<file path="config.mk">
export PLATFORM = sky130hd
export DESIGN_NAME = alu_flags_unit
export DESIGN_NICKNAME = d
export VERILOG_FILES = /design/src/rtl/alu_flags_unit.sv
export SDC_FILE = /design/constraint.sdc
export NUM_CORES = 1
export LEC_CHECK = 0
export BUFFER_PORTS_ARGS = -buffer_cell sky130_fd_sc_hd__buf_2
export CAP_MARGIN = 20
export CORE_ASPECT_RATIO = 1.2
export CORE_MARGIN = 2
export CORE_UTILIZATION = 56
export CTS_CLUSTER_SIZE = 14
export DETAILED_ROUTE_END_ITERATION = 7
export PLACE_DENSITY = 0.86
export SLEW_MARGIN = 5
export SYNTH_ARGS = -nofsm -noshare
export SYNTH_HDL_FRONTEND = slang
export SYNTH_SLANG_ARGS = --single-unit
</file>
<file path="constraint.sdc">
create_clock -name clk -period 3.2 [get_ports clk]
set_input_delay 0.16 -clock clk [delete_from_list [all_inputs] [get_ports clk]]
set_output_delay 0.16 -clock clk [all_outputs]
set_load 0.005 [all_outputs]
</file>
<file path="src/rtl/alu_flags_unit.sv">
// Status-flag register and condition evaluator for the 8-bit core.
// Holds the architectural C/Z/V/N flags, saves/restores them on a small
// shadow stack for interrupt entry/return, and evaluates condition codes
// against the held flags with a one-cycle registered result.
//
// Ports:
//   clk, rst                 clock, asynchronous active-high reset
//   flag_we, flag_mask       masked flag update from the ALU, {C,Z,V,N}
//   alu_c/z/v/n              ALU flag results (C = borrow on subtract)
//   sw_we, sw_data           direct flag write, {C,Z,V,N}
//   push, pop                shadow stack save / restore
//   cond_valid, cond         condition evaluation request and code
//   flags                    architectural flags {C,Z,V,N}
//   take, take_valid         registered condition result, valid strobe
//   stk_empty, stk_full      stack occupancy (combinational from sp)
//   stk_err                  sticky overflow/underflow indicator
module alu_flags_unit #(
  parameter int unsigned DEPTH = 4,
  parameter int unsigned PTR_W = 3
) (
  input  logic       clk,
  input  logic       rst,
  input  logic       flag_we,
  input  logic [3:0] flag_mask,
  input  logic       alu_c,
  input  logic       alu_z,
  input  logic       alu_v,
  input  logic       alu_n,
  input  logic       sw_we,
  input  logic [3:0] sw_data,
  input  logic       push,
  input  logic       pop,
  input  logic       cond_valid,
  input  logic [3:0] cond,
  output logic [3:0] flags,
  output logic       take,
  output logic       take_valid,
  output logic       stk_empty,
  output logic       stk_full,
  output logic       stk_err
);

  // Storage is sized to the full pointer range so every sp value indexes legally.
  localparam int unsigned SLOTS = 1 << PTR_W;

  logic [3:0]       stk [SLOTS];
  logic [PTR_W-1:0] sp;
  logic [PTR_W-1:0] sp_n;
  logic [PTR_W-1:0] top_idx;
  logic [3:0]       top_c;
  logic [3:0]       alu_vec;
  logic [3:0]       upd_c;
  logic [3:0]       flags_n;
  logic             err_n;
  logic             stk_we;
  logic [PTR_W-1:0] stk_wa;
  logic [3:0]       stk_wd;
  logic             cond_res;

  assign stk_empty = (sp == '0);
  assign stk_full  = (sp == PTR_W'(DEPTH));
  assign top_idx   = sp - PTR_W'(1);
  assign top_c     = stk[top_idx];
  assign alu_vec   = {alu_c, alu_z, alu_v, alu_n};

  // Non-stack flag update: sw_we beats the masked ALU write.
  always_comb begin
    upd_c = flags;
    if (sw_we)
      upd_c = sw_data;
    else if (flag_we)
      upd_c = (flags & ~flag_mask) | (alu_vec & flag_mask);
  end

  // Stack control; a successful pop (or swap) overrides the non-stack update.
  always_comb begin
    flags_n = upd_c;
    sp_n    = sp;
    err_n   = stk_err;
    stk_we  = 1'b0;
    stk_wa  = sp;
    stk_wd  = flags;
    if (push && pop) begin
      if (!stk_empty) begin
        flags_n = top_c;
        stk_we  = 1'b1;
        stk_wa  = top_idx;
      end else begin
        err_n = 1'b1;
      end
    end else if (push) begin
      if (!stk_full) begin
        stk_we = 1'b1;
        sp_n   = sp + PTR_W'(1);
      end else begin
        err_n = 1'b1;
      end
    end else if (pop) begin
      if (!stk_empty) begin
        flags_n = top_c;
        sp_n    = top_idx;
      end else begin
        err_n = 1'b1;
      end
    end
  end

  // Condition evaluation against the currently registered flags.
  always_comb begin
    cond_res = 1'b0;
    case (cond)
      4'd0:    cond_res = flags[2];
      4'd1:    cond_res = ~flags[2];
      4'd2:    cond_res = flags[3];
      4'd3:    cond_res = ~flags[3];
      4'd4:    cond_res = flags[0];
      4'd5:    cond_res = ~flags[0];
      4'd6:    cond_res = flags[1];
      4'd7:    cond_res = ~flags[1];
      4'd8:    cond_res = ~flags[3] & ~flags[2];
      4'd9:    cond_res = flags[3] | flags[2];
      4'd10:   cond_res = (flags[0] == flags[1]);
      4'd11:   cond_res = (flags[0] != flags[1]);
      4'd12:   cond_res = ~flags[2] & (flags[0] == flags[1]);
      4'd13:   cond_res = flags[2] | (flags[0] != flags[1]);
      4'd14:   cond_res = 1'b1;
      default: cond_res = 1'b0;
    endcase
  end

  // Architectural state.
  always_ff @(posedge clk or posedge rst) begin
    if (rst) begin
      flags      <= 4'b0000;
      sp         <= '0;
      stk_err    <= 1'b0;
      take       <= 1'b0;
      take_valid <= 1'b0;
    end else begin
      flags      <= flags_n;
      sp         <= sp_n;
      stk_err    <= err_n;
      take_valid <= cond_valid;
      if (cond_valid)
        take <= cond_res;
    end
  end

  // Stack contents carry no reset value.
  always_ff @(posedge clk) begin
    if (stk_we)
      stk[stk_wa] <= stk_wd;
  end

endmodule

</file>
==> flow_summary.ini, run 1 <==
[run_status]
run_status = complete, no violations

[worst_setup_path]
rr_endpoint = stk[3][0]
r2r_start = sp[0]
rrSetupSlack_ns = 0.58
crit_path_top_delay_cell = nor3b_1
critPathCaptureType = register
slowest_delay_ns = 0.51
start_kind = register
cp.required_ns = 3.13
cp_top_family = simple AND/OR/NAND/NOR gates
worstPathCellList = buf_4, inv_1, ha_1, nand2b_1, nand3_1, mux2_2, nor3b_1
critical_path_buf_inv_count = 2
critical_path_peak_fanout = 11
reg2regPathDepth = 7
critPathKind = register to register
crit_arrival_ns = 2.55

[yosys]
synth_edf_count = 32
synth_top_family_by_area = multiplexers
yosys.area_share.simple_pct = 12.6
synth_cells = 165
synthFlopType = edfxtp_1
synth-compound-area-share_pct = 9.73
synth_xor_area_share_pct = 1.62
syn-num-nets = 191
ys.warnings.count = 0
async_flop_share_pct = 23.8
yosysUniqueCellTypes = 48
syn_area_mm2 = 0.00216
yosys.area_share.adder_pct = 1.74
synth.ff_latch_count = 42
syn_avg_cell_area_um2 = 13.1
ys_seq_area_share_pct = 56.1
synthMuxAreaShare_pct = 14.5

[placed_design]
dp_hpwl_um = 3150
routabilityCongestion = 0.892
portBuffers = 31
place_area_mm2 = 0.00233
dp_slack_ns = 0.638

[min_path]
hold_depth = 1
hp-class = input port to register
min_from = cond_valid
min_to = take_valid

[finish]
final_cell_area_mm2 = 0.00245
mostFrequentLayoutCells = 32 x edfxtp_1, 31 x buf_2, 12 x nand2_1, 11 x mux2i_1, 10 x dfrtp_1
layout.nets = 222
area_delta_synth_final_pct = 13.6
layout-drive-gt1-share_pct = 26.4
n_antenna_cell = 0
final_common_cell = edfxtp_1

[cts]
cts_root_buf = clkbuf_8
path_clk_slew_ns = 0.07
cts_resized = 0
cts_setup_buffers = 0
clock_path_buffers = 2
hold_buffers = 1
cts_num_sinks = 42
ctsHtreeMaxLevel = 2
cts_tree = built
cts_made_buffers = 5
clock_latency_ns = 0.29

[power_and_ir_drop]
vdd_drop_max_uv = 329
p_total_uw = 2170
power_leakage_uw = 0.000997
power_density_mw_per_mm2 = 884

[global_routing]
track_usage_pct = 22.5
globalRouteOverflowTotal = 0
grt_pass1_vias = 1463
grt_max_degree = 16
grt_pass1_wl_um = 6990
antenna_found_initial = 0

[timing]
final.period_utilization_pct = 82.0
finalCriticalPeriod_ns = 2.62
max-slew-margin-rel_pct = 60.7
worst_pin_slew_ns = 0.585
final_max_slew_viol_count = 0
max_freq_mhz = 381
rsz0062_at_grt = false
final.setup.tns_ns = 0
hold_viol_final = 0
clock_skew_ns = 0.00609
setup_violations = 0
setup_ws_ns = 0.575

[floorplan]
die-area_mm2 = 0.00437
start_util_pct = 58.9
die_w_um = 60.7
row_count = 24
die_y_um = 72.0
coreArea_mm2 = 0.00366
pin_count = 32

[route]
vias = 1513
avgViaCountPerCell = 6.08
routed_wl_um = 4430
wl_per_cell_um = 17.8
first_pass_iters = 4
first_iter_violations = 145
antenna_left = 0
drc = 0

[run]
cap_violations = 0
==> cells by family (layout without fill, tap and decap cells) <==
logic type                 Yosys count  count (layout)
AOI/OAI and AO/OA                   29              29
adders and majority gates            3               3
DFF                                 42              42
muxes                               21              21
and+or+nand+nor                     50              50
buffers and inverters               16              48
xor gates and xnor gates             4               4
==> sequential cells by signal (all words and copies together), names as in the netlist <==
register and flops:
stk_err 1, flags 4, take 1, sp 3
take_valid 1, stk 32
==> metrics by stage <==
stage                     util, %  instances  hold WS [ns]
after detailed placement     63.7        240         0.150
after global routing         66.9        249        0.0136
after CTS                    66.9        249        0.0165
after global placement       63.7        240         0.142
final                        66.9        249        0.0222
after floorplan                 -        165      0.000178
==> routing by layer <==
layer	part of all wire (%)	vias up	GRT usage (%)
met5	0	-	0
met4	4.2	0	13.3
met3	4.6	20	4.46
met2	50	55	36.4
met1	41	748	27.6
li1	-	690	-
==> cell type report <==
cell class | count | area [um^2]
clock buffer | 5 | 68.8
tap | 52 | 65.1
inverter | 7 | 26.3
multi-input combinational | 107 | 868
fill | 259 | 1210
timing repair buffer | 33 | 173
clock inverter | 3 | 40.0
sequential | 42 | 1210
==> worst register-to-register path, stage by stage, from the launching register on <==
cell	delay, ns
dfrtp_1	0.38
buf_4	0.20
inv_1	0.18
ha_1	0.29
nand2b_1	0.17
nand3_1	0.14
mux2_2	0.40
nor3b_1	0.51
==> synthesized netlist by cell type, types with 2 or more instances <==
library cell  count  share of area, %
nor3_1            5               1.2
nor3b_1           4               1.4
xnor2_1           2              0.81
xor2_1            2              0.81
ha_1              3               1.7
o21ai_0           6               1.4
buf_4             2              0.70
mux2_2            2               1.0
edfxtp_1         32                44
nand3_1           6               1.4
nor2b_1           3              0.87
mux4_2            8               8.3
nand2_1          12               2.1
a21oi_1           5               1.2
dfrtp_1          10                12
a21o_1            5               1.7
inv_1             7               1.2
nor2_1            8               1.4
mux2i_1          11               5.1
nor4b_1           2              0.81
buf_2             3              0.70
==> how the worst max path moves through the flow <==
| stage | slack [ns] | to | startpoint | cells after the start |
|---|---|---|---|---|
| after floorplan | 0.85 | stk[5][0] | sp[0] | 6 |
| after global placement | 0.78 | stk[3][2] | sp[0] | 7 |
| after detailed placement | 0.64 | stk[3][2] | sp[0] | 7 |
| after CTS | 0.62 | stk[3][2] | sp[0] | 7 |
| after global routing | 0.37 | stk[5][3] | sp[0] | 7 |
| final | 0.58 | stk[3][0] | sp[0] | 7 |
==> power breakdown <==
part / internal [uW] / switching, uW / total, uW
registers: 765 / 151 / 917
logic: 414 / 443 / 857
clock network: 229 / 165 / 394
(Power assumes the default switching activity.)
==> run 2: changes to the inputs <==
--- a/config.mk
+++ b/config.mk
@@ -5,6 +5,7 @@
 export SDC_FILE = /design/constraint.sdc
 export NUM_CORES = 1
 export LEC_CHECK = 0
+export ABC_AREA = 1
 export BUFFER_PORTS_ARGS = -buffer_cell sky130_fd_sc_hd__buf_2
 export CAP_MARGIN = 20
 export CORE_ASPECT_RATIO = 1.2
@@ -12,7 +13,7 @@
 export CORE_UTILIZATION = 56
 export CTS_CLUSTER_SIZE = 14
 export DETAILED_ROUTE_END_ITERATION = 7
-export PLACE_DENSITY = 0.86
+export PLACE_DENSITY = 0.85
 export SLEW_MARGIN = 5
 export SYNTH_ARGS = -nofsm -noshare
 export SYNTH_HDL_FRONTEND = slang
==> constraint.sdc (replaced) <==
create_clock -name clk -period 2.5 [get_ports clk]
set_input_delay 0.125 -clock clk [delete_from_list [all_inputs] [get_ports clk]]
set_output_delay 0.125 -clock clk [all_outputs]
set_load 0.005 [all_outputs]
==> run 2 against run 1 <==
First-iteration DRC count down 28%. Combinational power increased by 54%. Core utilization rose by 2.2 points. Via count rose by 16%. Highest routed layer unchanged. Maximum frequency is 34% higher. Worst hold slack improved by 0.099 ns. Wire length rose by 4.1%. Synthesized cell count rose by 48%. Count of clock-buffer cells in the layout stayed put. Power rose by 44%. Critical path type unchanged. Final cell count up 34%. Largest power group is now combinational cells. Setup slack worse by 0.036 ns.
==> flow_summary.ini, run 2 <==
[finish]
largest_register_ffs = 32
top_regs = stk: 32 flops, flags: 4 flops, sp: 3 flops
layout-drive-gt1-share_pct = 18.9
layout.nets = 306
post-route-util_pct = 69.1
final_cell_area_mm2 = 0.00253
mostFrequentLayoutCells = 51 x nand2_1, 39 x nor2_1, 32 x edfxtp_1, 31 x buf_2, 30 x o21ai_0
final_common_cell = nand2_1
n_antenna_cell = 0
regMostFlops = stk
area_delta_synth_final_pct = 16.6

[worst_setup_path]
cp.required_ns = 2.47
critPathCaptureType = register
crit_arrival_ns = 1.93
start_kind = register
critical_path_peak_fanout = 6
critPathKind = register to register

[yosys]
yosysUniqueCellTypes = 26
syn_area_mm2 = 0.00217
syn_avg_cell_area_um2 = 8.90
syn-num-nets = 270
synthFlopType = edfxtp_1
synthDominantCellAreaShare_pct = 44.2
synth.ff_latch_count = 42
async_flop_share_pct = 23.8
ys.warnings.count = 0
synth_top_cell_by_area = edfxtp_1
ys_seq_area_share_pct = 55.8
synth_most_common_cell = nand2_1
synthTopCellsByCount = 51 x nand2_1, 39 x nor2_1, 32 x edfxtp_1, 30 x o21ai_0, 24 x inv_1
synth_cells = 244
netlist_top_cells_area = edfxtp_1 44%, dfrtp_1 12%, nand2_1 8.8%, o21ai_0 6.9%, nor2_1 6.7%
synth_edf_count = 32

[global_routing]
grt_pass1_vias = 1757
grt_max_degree = 19
grt_pass1_wl_um = 7680
antenna_found_initial = 0
globalRouteOverflowTotal = 0
track_usage_pct = 24.7

[route]
vias = 1760
first_pass_iters = 4
antenna_left = 0
routed_wl_um = 4610
avgViaCountPerCell = 5.29
wl_per_cell_um = 13.8
first_iter_violations = 105
drc = 0

[timing]
worst_pin_slew_ns = 0.521
setup_ws_ns = 0.539
final_max_slew_viol_count = 0
hold_viol_final = 0
rsz0062_at_grt = false
final.setup.tns_ns = 0
setup_violations = 0
finalCriticalPeriod_ns = 1.96
max_freq_mhz = 510
clock_skew_ns = 0.00354
final.period_utilization_pct = 78.4
max-slew-margin-rel_pct = 65.3

[run_status]
run_status = complete, no violations

[cts]
cts_tree = built
ctsHtreeMaxLevel = 2
clock_path_buffers = 2
clock_latency_ns = 0.29
cts_root_buf = clkbuf_8
cts_made_buffers = 5
cts_resized = 0
path_clk_slew_ns = 0.08
cts_num_sinks = 42

[placed_design]
routabilityCongestion = 0.889
dp_hpwl_um = 3250
dp_slack_ns = 0.551
portBuffers = 31
place_area_mm2 = 0.00237

[floorplan]
die_w_um = 60.9
start_util_pct = 59.3
die-area_mm2 = 0.00440
die_y_um = 72.2
coreArea_mm2 = 0.00366
pin_count = 32
row_count = 24

[power_and_ir_drop]
vdd_drop_max_uv = 546
power_leakage_uw = 0.00111
p_total_uw = 3130
power_density_mw_per_mm2 = 1240

[min_path]
hp-class = input port to register

[run]
cap_violations = 0
## run 2: metal layers
layer	global-route usage, %	vias to the layer above	wire (um)
met1	29.2	805	1870
met2	40.9	60	2370
met5	0	-	0
met3	4.28	9	265
met4	15.0	0	95
li1	-	886	-
## run 2: worst max-delay path, cell delays in order, from the launching register on
cell and delay [ns]:
dfrtp_1 0.35, inv_1 0.10, ha_1 0.23, xnor2_2 0.33, nor2_2 0.07, nand2_1 0.08, nand2_2 0.06, inv_1 0.07
nand2_1 0.08, nor2_1 0.27
## run 2: kinds of logic after synthesis
family,synth area share [%]
adder cells (fa/ha/maj),1.73
AND/OR/NAND/NOR,21.4
flip-flops,55.8
AO/OA/AOI/OAI,12.5
XOR/XNOR,1.96
buffers and inverters,6.68
## run 2: worst paths after layout
kind / from / end / slack [ns] / cells after the start
max: sp[1] / stk[1][0] / 0.54 / 9
min: sw_data[2] / flags[2] / 0.12 / 3
max reg2reg: sp[1] / stk[1][0] / 0.54 / 9
min reg2reg: take / take / 0.50 / 2
max in group asynchronous: rst / sp[1] / 1.92 / 3
min in group asynchronous: rst / flags[2] / 0.32 / 3
## run 2: cell type report
type | instances | area, um^2
timing repair buffer | 36 | 198
sequential | 42 | 1210
fill | 286 | 1130
clock inverter | 3 | 68.8
multi-input combinational | 167 | 816
inverter | 28 | 105
clock buffer | 5 | 68.8
tap | 52 | 65.1
## run 2: where the power goes
| group | switching, uW | leakage [uW] | internal [uW] |
|---|---|---|---|
| Combinational | 842 | 0.000638 | 479 |
| Sequential | 184 | 0.000406 | 990 |
| Clock | 233 | 0.0000683 | 400 |
| Total | 1260 | 0.00111 | 1870 |
## run 2: repair_timing
action | CTS | global route
buffers inserted | 0 | 0
hold buffers | 2 | 0
endpoints found under the hold margin | 11 | 0
## run 2: per-stage QoR
stage                     cells  hold WS (ns)
after detailed placement    323         0.107
after CTS                   333         0.120
after floorplan             244       -0.0348
final                       333         0.121
after global routing        333         0.141
after global placement      323         0.100
==> run 3: changes to the inputs <==
--- a/config.mk
+++ b/config.mk
@@ -10,10 +10,10 @@
 export CAP_MARGIN = 20
 export CORE_ASPECT_RATIO = 1.2
 export CORE_MARGIN = 2
-export CORE_UTILIZATION = 56
+export CORE_UTILIZATION = 51
 export CTS_CLUSTER_SIZE = 14
 export DETAILED_ROUTE_END_ITERATION = 7
-export PLACE_DENSITY = 0.85
+export PLACE_DENSITY = 0.82
 export SLEW_MARGIN = 5
 export SYNTH_ARGS = -nofsm -noshare
 export SYNTH_HDL_FRONTEND = slang
==> constraint.sdc (replaced) <==
create_clock -name clk -period 1.7 [get_ports clk]
set_input_delay 0.085 -clock clk [delete_from_list [all_inputs] [get_ports clk]]
set_output_delay 0.085 -clock clk [all_outputs]
set_load 0.005 [all_outputs]
==> run 3 against run 2 <==
Worst hold slack got worse by 0.046 ns. Register-to-register slack got worse by 0.58 ns. Cell area rose by 8.7%. The run now ends with negative setup slack left. Core utilization fell by 3.0 points. Final cell count rose by 4.8%. Clock skew rose by 0.0061 ns. Via count rose by 3.3%. Count of clock-buffer cells in the layout rose by 2. Clock power rose by 18%. First-iteration DRC count fell by 4.8%. Global-route usage fell by 3.3 points.
==> flow_summary.ini, run 3 (same netlist as run 2, synthesis figures left out) <==
[timing]
clock_skew_ns = 0.00966
final.period_utilization_pct = 102
max-slew-margin-rel_pct = 72.4
finalCriticalPeriod_ns = 1.74
rsz0062_at_grt = true
max_freq_mhz = 576
final_max_slew_viol_count = 0
setup_violations = 19
setup_ws_ns = -0.0364
worst_pin_slew_ns = 0.410
hold_viol_final = 0

[floorplan]
die_y_um = 75.5
die-area_mm2 = 0.00480
start_util_pct = 52.2
coreArea_mm2 = 0.00416
die_w_um = 63.6
row_count = 26
pin_count = 32

[run]
cap_violations = 0

[cts]
cts_made_buffers = 5
cts_num_sinks = 42
clock_path_buffers = 2
path_clk_slew_ns = 0.08
clock_latency_ns = 0.30
cts_root_buf = clkbuf_8
cts_tree = built
ctsHtreeMaxLevel = 2

[placed_design]
dp_hpwl_um = 3370
routabilityCongestion = 0.948
place_area_mm2 = 0.00248
portBuffers = 31
placed_cells = 336

[finish]
area_delta_synth_final_pct = 26.7
finalNonFillerCells = 349
final_common_cell = nand2_1
layout.nets = 318
layout-drive-gt1-share_pct = 30.4
regMostFlops = stk
n_antenna_cell = 0
largest_register_ffs = 32
final_cell_area_mm2 = 0.00275
mostFrequentLayoutCells = 41 x nand2_1, 32 x edfxtp_1, 31 x nor2_1, 31 x buf_2, 29 x o21ai_0
top_regs = stk: 32 flops, flags: 4 flops, sp: 3 flops

[worst_setup_path]
start_kind = register
slowest_delay_ns = 0.42
critPathCaptureType = register
worstPathCellList = inv_6, ha_2, xnor2_2, nor2_2, nand2_2, nand2_4, inv_4, nand2_2, nor2_4
crit_path_top_delay_cell = dfrtp_1
cp.required_ns = 1.70
cpMostUsedCell = nand2_2
crit_arrival_ns = 1.73
critical_path_peak_fanout = 4
critPathKind = register to register
reg2regPathDepth = 9

[min_path]
hold_depth = 3
hp-class = input port to register

[run_status]
run_status = complete, but fails checks
violations = negative setup slack

[route]
vias = 1818
first_pass_iters = 4
routed_wl_um = 4830
drc = 0
avgViaCountPerCell = 5.21
antenna_left = 0
wl_per_cell_um = 13.8
first_iter_violations = 100

[power_and_ir_drop]
vdd_drop_max_uv = 756
power_leakage_uw = 0.00119
power_density_mw_per_mm2 = 1850

[global_routing]
track_usage_pct = 21.4
antenna_found_initial = 0
globalRouteOverflowTotal = 0
grt_pass1_wl_um = 7610
grt_pass1_vias = 1736
grt_max_degree = 19
run 3: path summary, 6_finish.rpt:
| check | from | to | slack, ns |
|---|---|---|---|
| max in group asynchronous | rst | sp[1] | 1.12 |
| setup reg to reg | sp[0] | stk[2][0] | -0.04 |
| hold / removal | sw_data[0] | flags[0] | 0.08 |
| min in group asynchronous | rst | stk_err | 0.32 |
| hold reg to reg | take | take | 0.49 |
| setup / recovery | sp[0] | stk[2][0] | -0.04 |
run 3: metal layers:
layer  part of all wire (%)  GRT usage [%]  vias to the layer above
li1                       -              -                      907
met1                     36           22.8                      830
met2                     54           40.6                       68
met3                    6.3           2.66                       13
met4                    3.2           13.8                        0
met5                      0              0                        -
run 3: final cells by class:
| class | count | area [um^2] |
|---|---|---|
| flip-flops and latches | 42 | 1210 |
| well taps | 56 | 70.1 |
| multi-input cells | 167 | 965 |
| inverters | 28 | 113 |
| clock inverters | 1 | 30.0 |
| clock buffers | 7 | 76.3 |
| fillers | 345 | 1410 |
| repair buffers | 48 | 288 |
run 3: through the flow:
step	total power [uW]	worst slack (ns)	hold WS (ns)	TNS [ns]	utilization, %
CTS	4840	-0.0252	0.0841	-0.275	64.3
global route	5430	-0.0926	0.104	-2.62	66.1
floorplan	3200	-0.214	-0.0748	-6.34	-
finish	5100	-0.0364	0.0756	-0.238	66.1
global placement	3900	-0.0617	0.0611	-0.965	59.7
detailed placement	3960	-0.113	0.0679	-2.50	59.7
run 3: timing repair:
item                                   CTS  global route
buffers inserted                         1             2
gates resized for setup                 17            16
hold buffers                             2             0
endpoints found under the hold margin   11             0
setup endpoints to repair               32            34
pin swaps                                7            13
run 3: report_power, final:
group	internal, uW	switching (uW)	leakage [uW]	total [uW]
combinational	1060	1630	0.000728	2690
clock	439	308	0.0000524	747
sequential	1460	211	0.000406	1670
run 3: worst max-delay path: cells and delay by family, from the launching register on:
| family | cells | cell delay [ns] |
|---|---|---|
| and+or+nand+nor | 5 | 0.49 |
| DFF | 1 | 0.42 |
| adders and majority gates | 1 | 0.20 |
| buffers and inverters | 2 | 0.15 |
| xor gates and xnor gates | 1 | 0.17 |
